### config.mk
export PLATFORM = sky130hd
export DESIGN_NAME = icache_axi_rd_bridge
export DESIGN_NICKNAME = d
export VERILOG_FILES = /design/src/rtl/icache_axi_rd_bridge.sv
export SDC_FILE = /design/constraint.sdc
export NUM_CORES = 1
export LEC_CHECK = 0
export CORE_ASPECT_RATIO = 1.1
export CORE_MARGIN = 2
export CORE_UTILIZATION = 31
export DETAILED_ROUTE_END_ITERATION = 8
export PLACE_DENSITY_LB_ADDON = 0.12
export SYNTH_ARGS = -nofsm -noshare
export SYNTH_HDL_FRONTEND = slang
export SYNTH_SLANG_ARGS = --single-unit
### constraint.sdc
create_clock -name clk -period 1.75 [get_ports clk]
set_input_delay 0.2625 -clock clk [delete_from_list [all_inputs] [get_ports clk]]
set_output_delay 0.2625 -clock clk [all_outputs]
set_load 0.005 [all_outputs]
### src/rtl/icache_axi_rd_bridge.sv
// ICache line-refill responder bridged onto an AXI4 read channel.
//
// Accepts one refill request at a time from the instruction cache, issues a
// single INCR read burst for the aligned line, and streams the R beats back
// to the cache without buffering.
//
// Ports:
//   clk, rst                 clock, asynchronous active-low reset
//   rd_req / rd_rdy          refill request handshake (rd_rdy high only in IDLE)
//   rd_addr                  refill address, sampled on the handshake cycle
//   ret_data/valid/last      returned words, combinational from the R channel
//   arid..arvalid / arready  AXI read address channel
//   rid..rvalid / rready     AXI read data channel
//   bus_err                  sticky: bad RRESP or RLAST/beat-count disagreement
module icache_axi_rd_bridge #(
  parameter logic [3:0]  AXI_ID     = 4'd0,
  parameter int unsigned BURST_LEN  = 8,
  parameter int unsigned LINE_OFF_W = 5
) (
  input  logic        clk,
  input  logic        rst,
  input  logic        rd_req,
  output logic        rd_rdy,
  input  logic [31:0] rd_addr,
  output logic [31:0] ret_data,
  output logic        ret_valid,
  output logic        ret_last,
  output logic [3:0]  arid,
  output logic [31:0] araddr,
  output logic [7:0]  arlen,
  output logic [2:0]  arsize,
  output logic [1:0]  arburst,
  output logic        arvalid,
  input  logic        arready,
  input  logic [3:0]  rid,
  input  logic [31:0] rdata,
  input  logic [1:0]  rresp,
  input  logic        rlast,
  input  logic        rvalid,
  output logic        rready,
  output logic        bus_err
);

  localparam int unsigned      CNT_W    = $clog2(BURST_LEN);
  localparam logic [CNT_W-1:0] LAST_CNT = CNT_W'(BURST_LEN - 1);

  typedef enum logic [1:0] {
    IDLE,
    AR,
    R
  } state_t;

  state_t           state;
  state_t           state_nxt;
  logic [CNT_W-1:0] beat_cnt;
  logic             beat_acc;
  logic             beat_err;
  logic             unused_addr_bits;

  // Offset bits are discarded by line alignment.
  assign unused_addr_bits = ^rd_addr[LINE_OFF_W-1:0];

  assign arid     = AXI_ID;
  assign arlen    = 8'(BURST_LEN - 1);
  assign arsize   = 3'b010;
  assign arburst  = 2'b01;
  assign ret_data = rdata;

  always_ff @(posedge clk or negedge rst) begin
    if (!rst) begin
      state <= IDLE;
    end else begin
      state <= state_nxt;
    end
  end

  // Handshake-type outputs come straight from the state so that an
  // asynchronous reset drops them in the same instant.
  always_comb begin
    state_nxt = state;
    rd_rdy    = 1'b0;
    arvalid   = 1'b0;
    rready    = 1'b0;
    ret_valid = 1'b0;
    ret_last  = 1'b0;
    beat_acc  = 1'b0;
    case (state)
      IDLE: begin
        rd_rdy = 1'b1;
        if (rd_req) begin
          state_nxt = AR;
        end
      end
      AR: begin
        arvalid = 1'b1;
        if (arready) begin
          state_nxt = R;
        end
      end
      R: begin
        rready    = 1'b1;
        beat_acc  = rvalid && (rid == AXI_ID);
        ret_valid = beat_acc;
        ret_last  = beat_acc && rlast;
        // Termination follows RLAST even when it disagrees with the count.
        if (beat_acc && rlast) begin
          state_nxt = IDLE;
        end
      end
      default: state_nxt = IDLE;
    endcase
  end

  // RLAST must coincide exactly with the final counted beat.
  assign beat_err = (rresp != 2'b00) || (rlast != (beat_cnt == LAST_CNT));

  always_ff @(posedge clk or negedge rst) begin
    if (!rst) begin
      araddr   <= '0;
      beat_cnt <= '0;
      bus_err  <= 1'b0;
    end else begin
      if (state == IDLE && rd_req) begin
        araddr   <= {rd_addr[31:LINE_OFF_W], {LINE_OFF_W{1'b0}}};
        beat_cnt <= '0;
      end
      if (beat_acc) begin
        beat_cnt <= beat_cnt + 1'b1;
        if (beat_err) begin
          bus_err <= 1'b1;
        end
      end
    end
  end

endmodule

==> results of run 1 <==
==> metrics by stage <==
step,TNS (ns),hold WS [ns],instances
2_1_floorplan,0,-0.0331,164
3_3_place_gp,-0.284,0.457,259
3_5_place_dp,-0.358,0.470,259
4_1_cts,0,0.398,268
5_1_grt,0,0.440,268
6_report,0,0.387,268
==> cell usage after synthesis (all sizes together) <==
cell type | number | area share, %
and2b | 3 | 1.3
buf | 57 | 24
nor2b | 1 | 0.35
nand2b | 1 | 0.35
nand3 | 2 | 0.85
mux2i | 1 | 0.56
mux2 | 29 | 19
inv | 3 | 0.64
nor3b | 2 | 1.8
a21o | 1 | 0.42
ha | 2 | 1.4
nor2 | 3 | 0.64
xor2 | 1 | 0.49
o21bai | 1 | 0.42
a22o | 1 | 0.49
conb | 2 | 0.42
nor3 | 1 | 0.28
dfrtp | 33 | 47
==> power breakdown <==
group	total (uW)	leakage, uW	internal [uW]	switching [uW]
logic	1550	0.000643	1090	455
registers	1310	0.000396	1120	186
clock network	552	0.0000439	274	278
==> per-layer routing <==
layer | share of wire (%) | vias to the layer above
met5 | 0 | -
met4 | 3.4 | 0
met3 | 13 | 16
met2 | 48 | 69
met1 | 35 | 504
li1 | - | 490
==> cells by family after synthesis <==
logic type / after synthesis / share of synthesized area (%)
compound gates: 3 / 1.34
simple gates: 13 / 5.57
other cells: 2 / 0.424
mux: 30 / 19.4
flops: 33 / 46.6
fa+ha+maj: 2 / 1.41
xor+xnor: 1 / 0.494
buf+inv: 60 / 24.8
==> worst max path at each step <==
stage | startpoint | endpoint | slack (ns) | depth (start not counted)
after CTS | state[1] | arvalid | 0.004 | 2
after global placement | rvalid | ret_last | -0.16 | 5
after floorplan | state[1] | araddr[14] | 0.48 | 3
after global routing | rvalid | ret_last | 0.01 | 6
final | state[1] | rready | 0.08 | 2
after detailed placement | rvalid | ret_last | -0.20 | 5
==> critical path, cell delays in order (launching register included) <==
cell and delay (ns):
dfrtp_1 0.43, and2b_2 0.21, clkdlybuf4s50_1 0.50
==> what timing repair did <==
| action | 4_1_cts | 5_1_grt |
|---|---|---|
| endpoints found under the setup margin | 2 | 1 |
| gates resized for setup | 7 | 1 |
| buffers inserted | 1 | 0 |
| pin swaps | 2 | 0 |
==> final cells by class <==
cell class | instances | area share (%)
timing repair buffer | 78 | 32.4
multi-input combinational | 71 | 24.8
tap | 75 | 3.95
inverter | 3 | 0.474
clock buffer | 5 | 2.89
sequential | 33 | 34.7
clock inverter | 3 | 0.737
==> flip-flops by register name (all words and copies together) (netlist names) <==
signal,cells
araddr,27
beat_cnt,3
bus_err,1
state,2
==> summary.md, run 1 <==
| Metric | Value |
|---|---|
| Status | completed |
| FF/Latch Area | 826 sq um |
| Area of the multi-input gates | about 600 sq um |
| 1st-pass router iterations | 4 |
| Cell Area, Synth | 1770 sq um |
| Vias post-DR | about 1.1k |
| Placed cell area | 2280 sq um |
| Clock latency on the worst-skew pair | 0.27 ns |
| Share of layout cells above drive strength 1 | between 20% and 30% |
| Register-to-Register Path Depth | 4 |
| H-tree levels | 2 |
| CTS tree | yes |
| Root Driver | clkbuf_8 |
| Clk slew on worst S/H paths | ~0.07 ns |
| Largest net degree at the start of global routing | 34 |
| Post-synthesis sequential element count | 33 |
| Routed Antenna Nets | 0 |
| Tmin final | 1.67 ns |
| Crit. End Element | output port |
| Max_cap viols | 0 |
| DIE HEIGHT | 83.3 um |
| Fin worst setup slack | 0.0817 ns |
| Req. time, crit path | 1.49 ns |
| First-pass GRT wire length | 5890 um |
| Max Transition Viols Final | 0 |
| Mean area per synthesized cell | 12.3 sq um |
| Flop2flop setup slack | 0.26 ns |
| Vias in the first global route | 1236 |
| Hold Crit Class | in2async |
| Die ar. | 6340 sq um |
| Final core occ | 43.5% |
| Met2 Usage GRT | between 10% and 20% |
| IO Count | roughly 160 |
| Pre-CTS setup slack | -0.203 ns |
| Post-Route WL | about 3500 um |
| Period utilization | 95.3% |
| Finish-stage setup viols | 0 |
| FILL cells | 536 |
| Fmax | 599 MHz |
| Commonest non-fill, non-tap cell in the layout | clkdlybuf4s50_1 |
| Clock sinks | 33 |
| Count of final hold-check violations | 0 |
| Critical path class | reg2out |
| Crit-path max FO | 4 |
| Post-Synthesis Cells | approximately 140 |
| Die Wd | 76.1 um |
| Vias per inst | 4.03 |
| Crit path arrival time | 1.41 ns |
| RSZ-0062 raised after global routing | no |
| Clock skew | between 0.003 and 0.004 ns |
| Num rows | 28 |
| PortBufs | 71 |
| Ys Warns | 0 |
| Final instance area | approximately 2400 sq um |
| Seq/Total Area, Yosys | 46.6% |
| Distinct cells, synth | 22 |
| Average wire per cell in the routed design | 12.9 um |
| DP Wirelength | about 2700 um |
| Most frequent cells in the layout | 67 x clkdlybuf4s50_1, 33 x dfrtp_1, 27 x mux2_2 |
| Startpoint type of the worst setup path | flip-flop |
| GRT overflow | 0 |
| LEAKAGE | roughly 0.0011 uW |
| Final net count | between 200 and 300 |
| Clk buf depth | 2 |
| # diodes | 0 |
| Gpl congestion | between 0.6 and 0.7 |
| Hold_buf cts | 0 |
| Power Dens Cells | around 1400 nW/um^2 |
| P&R area growth vs syn | 34.1% |
| Global routing's busiest layer | met2 |
| Initial Utilization | around a third |
| CTS buffer count | 5 |
| Met1 Track Usage GR | 11.8% |
| Initial antenna violation count | 0 |
| Overall power consumption | 3400 uW |
| R2R Path End | araddr[31] |
| Core area | approximately 5500 sq um |
| DRC violations left | 0 |
| All-Layer GR Usage | 11.7% |
| Met3 usage | 6.63% |
| Drt initial violations | 10 |
| Critical R2R Launch | state[0] |
| Max rail drop VDD | 0.798 mV |
Power figures use the tool's default switching activity.
==> run 2: changes to the inputs <==
Settings changed: CORE_UTILIZATION 31 to 33, RECOVER_POWER set to 100.
Clock period 1.75 ns to 2.1 ns, I/O delays scaled along.
==> run 2 against run 1 <==
  * Combinational power down 26%
  * Sequential share of layout area up 0.77 points
  * Core utilization up 2.1 points
  * Sequential power down 18%
  * Count of clock-buffer cells in the layout up 2
  * Global-route usage up 0.29 points
  * Worst hold slack better by 0.096 ns
  * Critical path type is now in2out
==> summary.md, run 2 (synthesized netlist as in run 1, its figures left out) <==
| Metric | Value |
|---|---|
| Hold path depth | 1 |
| Core area | 5100 sq um (-6.7%) |
| DP Wirelength | 2590 um (-3.9%) |
| TNS Setup | 0 ns (unchanged) |
| Most frequent cells in the layout | 39 x clkdlybuf4s50_1, 33 x dfrtp_1, 31 x dlygate4sd3_1 |
| Clk buf depth | 2 (unchanged) |
| First-pass GRT wire length | 5450 um (-7.5%) |
| 1st-pass router iterations | 3 (-1) |
| Clk slew on worst S/H paths | 0.06 ns (about the same) |
| Largest net degree at the start of global routing | 34 (unchanged) |
| Period utilization | 94.8% |
| Max rail drop VDD | 0.636 mV (-20%) |
| Hold Crit Class | reg2reg |
| Final core occ | 45.6% (+2.1 points) |
| GRT overflow | 0 (unchanged) |
| Vias per inst | 4.10 (+1.7%) |
| Slowest cell on the critical path | clkdlybuf4s50_1 |
| Die ar. | 5980 sq um (-5.8%) |
| Pre-CTS setup slack | 0.0599 ns (+0.263 ns) |
| # diodes | 0 (unchanged) |
| Clock skew | 0.00139 ns (-0.00241 ns) |
| Initial Utilization | 34.8% (+2.3 points) |
| Final net count | 266 (-1.5%) |
| P&R area growth vs syn | 31.2% |
| # placed instances | 253 (-2.3%) |
| Hold_buf cts | 0 (unchanged) |
| CTS buffer count | 5 (unchanged) |
| Tmin final | 1.99 ns |
| Most flops, register | araddr |
| Hold path startpoint | bus_err |
| Finish-stage setup viols | 0 (unchanged) |
| Largest registers | araddr (27), beat_cnt (3), state (2) |
| DRC violations left | 0 (unchanged) |
| Crit-path max FO | 3 (-1) |
| H-tree levels | 2 (unchanged) |
| Post-Route WL | 3420 um (-1.3%) |
| Post-route insts no fill | 260 (-3.0%) |
| Share of layout cells above drive strength 1 | 20.2% (-5.2 points) |
| Routed Antenna Nets | 0 (unchanged) |
| Register-to-Register Path Depth | 3 (-1) |
| Largest register FFs | 27 (unchanged) |
| Power Dens Cells | 1150 nW/um^2 (-19%) |
| R2R Path End | araddr[6] |
| Vias post-DR | 1065 (-1.3%) |
| Req. time, crit path | 1.78 ns (+0.29 ns) |
| All-Layer GR Usage | 11.9% (+0.29 points) |
| Die Wd | 73.9 um (-2.9%) |
| Critical R2R Launch | state[1] |
| PortBufs | 71 (unchanged) |
| DIE HEIGHT | 80.9 um (-2.9%) |
| Max Transition Viols Final | 0 (unchanged) |
| Gpl congestion | 0.712 (+13%) |
| LEAKAGE | 0.00105 uW (-3.4%) |
| Critical path class | in2out |
| Average wire per cell in the routed design | 13.1 um (+1.7%) |
| Commonest non-fill, non-tap cell in the layout | clkdlybuf4s50_1 |
| CP most frequent cell | clkdlybuf4s50_1 |
| Flop2flop setup slack | 0.26 ns (about the same) |
| Status | completed |
| Crit path arrival time | 1.68 ns (+0.27 ns) |
| Fin worst setup slack | 0.109 ns (+0.0272 ns) |
| Initial antenna violation count | 0 (unchanged) |
| Max_cap viols | 0 (unchanged) |
| Clock latency on the worst-skew pair | 0.27 ns (about the same) |
| Crit path cell chain | clkdlybuf4s50_1 -> nor3b_4 -> nand3_2 -> inv_1 -> clkdlybuf4s50_1 |
| Fmax | 502 MHz |
| Vias in the first global route | 1168 (-5.5%) |
| Relative slew slack | 44.6% |
| Worst-margin pin slew | 0.831 ns |
| Num rows | 27 (-3.6%) |
| Startpoint type of the worst setup path | primary input |
| Crit. End Element | output port |
| Hold path endpoint | bus_err |
| Root Driver | clkbuf_8 |
| Clock sinks | 33 (unchanged) |
| Count of final hold-check violations | 0 (unchanged) |
| Worst path max stage delay | 0.50 ns (about the same) |
| CTS tree | yes |
| IO Count | 163 (unchanged) |
| Overall power consumption | 2690 uW (-21%) |
| Drt initial violations | 16 (+6) |
| RSZ-0062 raised after global routing | no |
==> run 2: cell types whose count changed in the layout (fill, tap and decap cells not counted), moves of 2 or more <==
cell,previous run,this run
buf_4,6,1
dlygate4sd3_1,0,31
mux2_4,2,0
clkdlybuf4s50_1,67,39
mux2_1,0,2
clkinv_2,2,0
dlygate4sd2_1,2,0
==> run 2: where the power goes <==
part	leakage [uW]	internal, uW	switching [uW]
clock	0.0000443	260	209
sequential	0.000396	934	144
combinational	0.000606	772	366
==> run 2: cell type report <==
| cell class | instances | area, sq um |
|---|---|---|
| Clock buffer | 7 | 86.3 |
| Tap cell | 72 | 90.1 |
| Fill cell | 459 | 2780 |
| Sequential cell | 33 | 826 |
| Inverter | 3 | 11.3 |
| Multi-Input combinational cell | 71 | 569 |
| Timing Repair Buffer | 74 | 743 |
==> run 2: how the worst max path moves through the flow <==
stage / start / slack, ns / depth (start not counted) / end
after floorplan: state[1] / 0.83 / 3 / araddr[14]
after global placement: rvalid / 0.07 / 5 / ret_last
after detailed placement: rvalid / 0.06 / 5 / ret_last
after CTS: rvalid / 0.04 / 5 / ret_last
after global routing: rvalid / 0.02 / 5 / ret_valid
final: rid[3] / 0.11 / 5 / ret_valid
==> run 2: repair_timing <==
| item | CTS | global route |
|---|---|---|
| endpoints found under the setup margin | 0 | 1 |
| setup buffers | 0 | 0 |
| gates resized for setup | 0 | 2 |
| endpoints found under the hold margin | 0 | 0 |
==> run 2: critical path: cells and delay by family <==
family        cells  cell delay (ns)
buf+inv           3             1.01
simple gates      2             0.35
==> run 2: stage by stage <==
step                area [sq um]  hold WS (ns)
finish                      2330         0.483
detailed placement          2260         0.474
CTS                         2340         0.452
global route                2330         0.506
global placement            2260         0.464
floorplan                   1850        0.0194
==> run 2: layer usage <==
metal  GRT usage (%)  vias up  wire length (um)
li1                -      479                 -
met5               0        -                 0
met3            6.45       15               358
met4            5.82        0                77
met1            12.5      512              1270
met2            19.5       59              1710
==> run 3: changes to the inputs <==
Settings changed: RECOVER_POWER 100 to not set.
==> run 3 against run 2 <==
  * Worst setup slack about the same
  * Sequential power about the same
  * Largest power group unchanged
  * Sequential share of layout area shrank 0.38 points
  * Clock skew is 0.00071 ns higher
  * Critical path type unchanged
==> summary.md, run 3 (synthesized netlist as in run 1, its figures left out) <==
| Metric | Value |
|---|---|
| FILL cells | 451 (-1.7%) |
| Die Wd | 73.9 um (unchanged) |
| Fmax | 502 MHz (about the same) |
| Post-Route WL | 3420 um (about the same) |
| Crit-path max FO | 3 (unchanged) |
| Average wire per cell in the routed design | 13.1 um (about the same) |
| Die ar. | 5980 sq um (unchanged) |
| Num rows | 27 (unchanged) |
| Register-to-Register Path Depth | 3 (unchanged) |
| Net Sw Power | 741 uW (+2.9%) |
| Initial antenna violation count | 0 (unchanged) |
| # diodes | 0 (unchanged) |
| GRT overflow | 0 (unchanged) |
| Critical R2R Launch | state[1] |
| LEAKAGE | 0.00106 uW (+1.3%) |
| DRC violations left | 0 (unchanged) |
| Final net count | 266 (unchanged) |
| Most flops, register | araddr |
| Period utilization | 94.8% (about the same) |
| Share of layout cells above drive strength 1 | 22.3% (+2.1 points) |
| Count of final hold-check violations | 0 (unchanged) |
| Req. time, crit path | 1.78 ns (about the same) |
| Clock latency on the worst-skew pair | 0.27 ns (about the same) |
| Startpoint type of the worst setup path | primary input |
| Vias per inst | 4.08 (-0.47%) |
| PortBufs | 71 (unchanged) |
| FF/Latch Area | 826 sq um (unchanged) |
| RSZ-0062 raised after global routing | no |
| Placed cell area | 2260 sq um (unchanged) |
| CTS buffer count | 5 (unchanged) |
| Hold Crit Class | in2async |
| Vias in the first global route | 1168 (unchanged) |
| First-pass GRT wire length | 5450 um (unchanged) |
| Most frequent cells in the layout | 70 x clkdlybuf4s50_1, 33 x dfrtp_1, 27 x mux2_2 |
| Commonest non-fill, non-tap cell in the layout | clkdlybuf4s50_1 |
| Largest net degree at the start of global routing | 34 (unchanged) |
| Max_cap viols | 0 (unchanged) |
| Clock sinks | 33 (unchanged) |
| R2R Path End | araddr[6] |
| Switching Share | 26.2% (-0.60 points) |
| Crit. End Element | output port |
| TNS Setup | 0 ns (unchanged) |
| Largest register FFs | 27 (unchanged) |
| Clock share of power | 16.5% (-0.9 points) |
| Power Dens Cells | 1200 nW/um^2 (+4.2%) |
| Area of the multi-input gates | 589 sq um (+3.5%) |
| P&R area growth vs syn | 32.6% |
| Finish-stage setup viols | 0 (unchanged) |
| Crit path arrival time | 1.68 ns (about the same) |
| DP Wirelength | 2590 um (unchanged) |
| All-Layer GR Usage | 11.9% (unchanged) |
| Status | completed |
| Sequential fraction of design power | 38.9% (-1.2 points) |
| Clk buf depth | 2 (unchanged) |
| 1st-pass router iterations | 3 (unchanged) |
| Tmin final | 1.99 ns (-0.000345 ns) |
| Postcts setup bufs | 0 (unchanged) |
| Initial Utilization | 34.8% (unchanged) |
| P_int | 2090 uW (+6.2%) |
| Clk slew on worst S/H paths | 0.06 ns (about the same) |
| Critical path class | in2out |
| Vias post-DR | 1060 (-0.47%) |
| Final instance area | 2350 sq um (+1.1%) |
| IO Count | 163 (unchanged) |
| Root Driver | clkbuf_8 |
| H-tree levels | 2 (unchanged) |
| Core area | 5100 sq um (unchanged) |
| Largest registers | araddr (27), beat_cnt (3), state (2) |
| Max rail drop VDD | 0.640 mV (+0.56%) |
| Gpl congestion | 0.712 (unchanged) |
| Max Transition Viols Final | 0 (unchanged) |
| Routed Antenna Nets | 0 (unchanged) |
| CTS tree | yes |
| DIE HEIGHT | 80.9 um (unchanged) |
| Drt initial violations | 13 (-3) |
| Worst Setup SP | rid[3] |
| Flop2flop setup slack | 0.62 ns (+0.36 ns) |
| Clock skew | 0.00210 ns (+0.000714 ns) |
| Combinational power share | 44.5% (+2.1 points) |
-- run 3: power groups by stage --
stage | Sequential, uW | Combinational, uW | Clock (uW)
CTS | 1110 | 1290 | 492
detailed placement | 1110 | 1280 | 0
floorplan | 1120 | 549 | 0
global route | 1150 | 1370 | 515
global placement | 1100 | 1270 | 0
finish | 1100 | 1260 | 467
-- run 3: stage by stage --
step / setup WS, ns / instances / utilization, % / hold slack [ns] / total power (uW)
finish: 0.109 / 260 / 46.1 / 0.442 / 2830
CTS: 0.0413 / 260 / 45.9 / 0.452 / 2890
floorplan: 0.825 / 164 / - / 0.0194 / 1670
detailed placement: 0.0599 / 253 / 44.2 / 0.474 / 2390
global placement: 0.0749 / 253 / 44.2 / 0.464 / 2370
global route: 0.0198 / 260 / 46.1 / 0.492 / 3030
-- run 3: critical path, cell delays in order --
cell,delay (ns)
clkdlybuf4s50_1,0.44
nor3b_4,0.23
nand3_2,0.12
inv_1,0.07
clkdlybuf4s50_1,0.50
-- run 3: final cells by class --
cell class | instances | area share [%]
Multi-Input combinational cell | 71 | 25.1
Timing Repair Buffer | 74 | 31.8
Clock buffer | 7 | 3.67
Inverter | 3 | 0.479
Sequential cell | 33 | 35.1
Tap cell | 72 | 3.83
-- run 3: worst max-delay path by stage --
stage,to,slack [ns]
after global placement,ret_last,0.07
after detailed placement,ret_last,0.06
after global routing,ret_valid,0.02
final,ret_valid,0.11
after floorplan,araddr[14],0.83
after CTS,ret_last,0.04
-- run 3: layer usage --
layer | part of all wire, % | up-vias | track usage (%)
met5 | 0 | - | 0
met4 | 2.3 | 0 | 5.82
met3 | 11 | 15 | 6.45
met2 | 50 | 59 | 19.5
met1 | 37 | 507 | 12.5
li1 | - | 479 | -
-- run 3: repair_timing --
item | in CTS | in global routing
hold buffers | 0 | 0
setup endpoints to repair | 0 | 1
gates resized for setup | 0 | 2
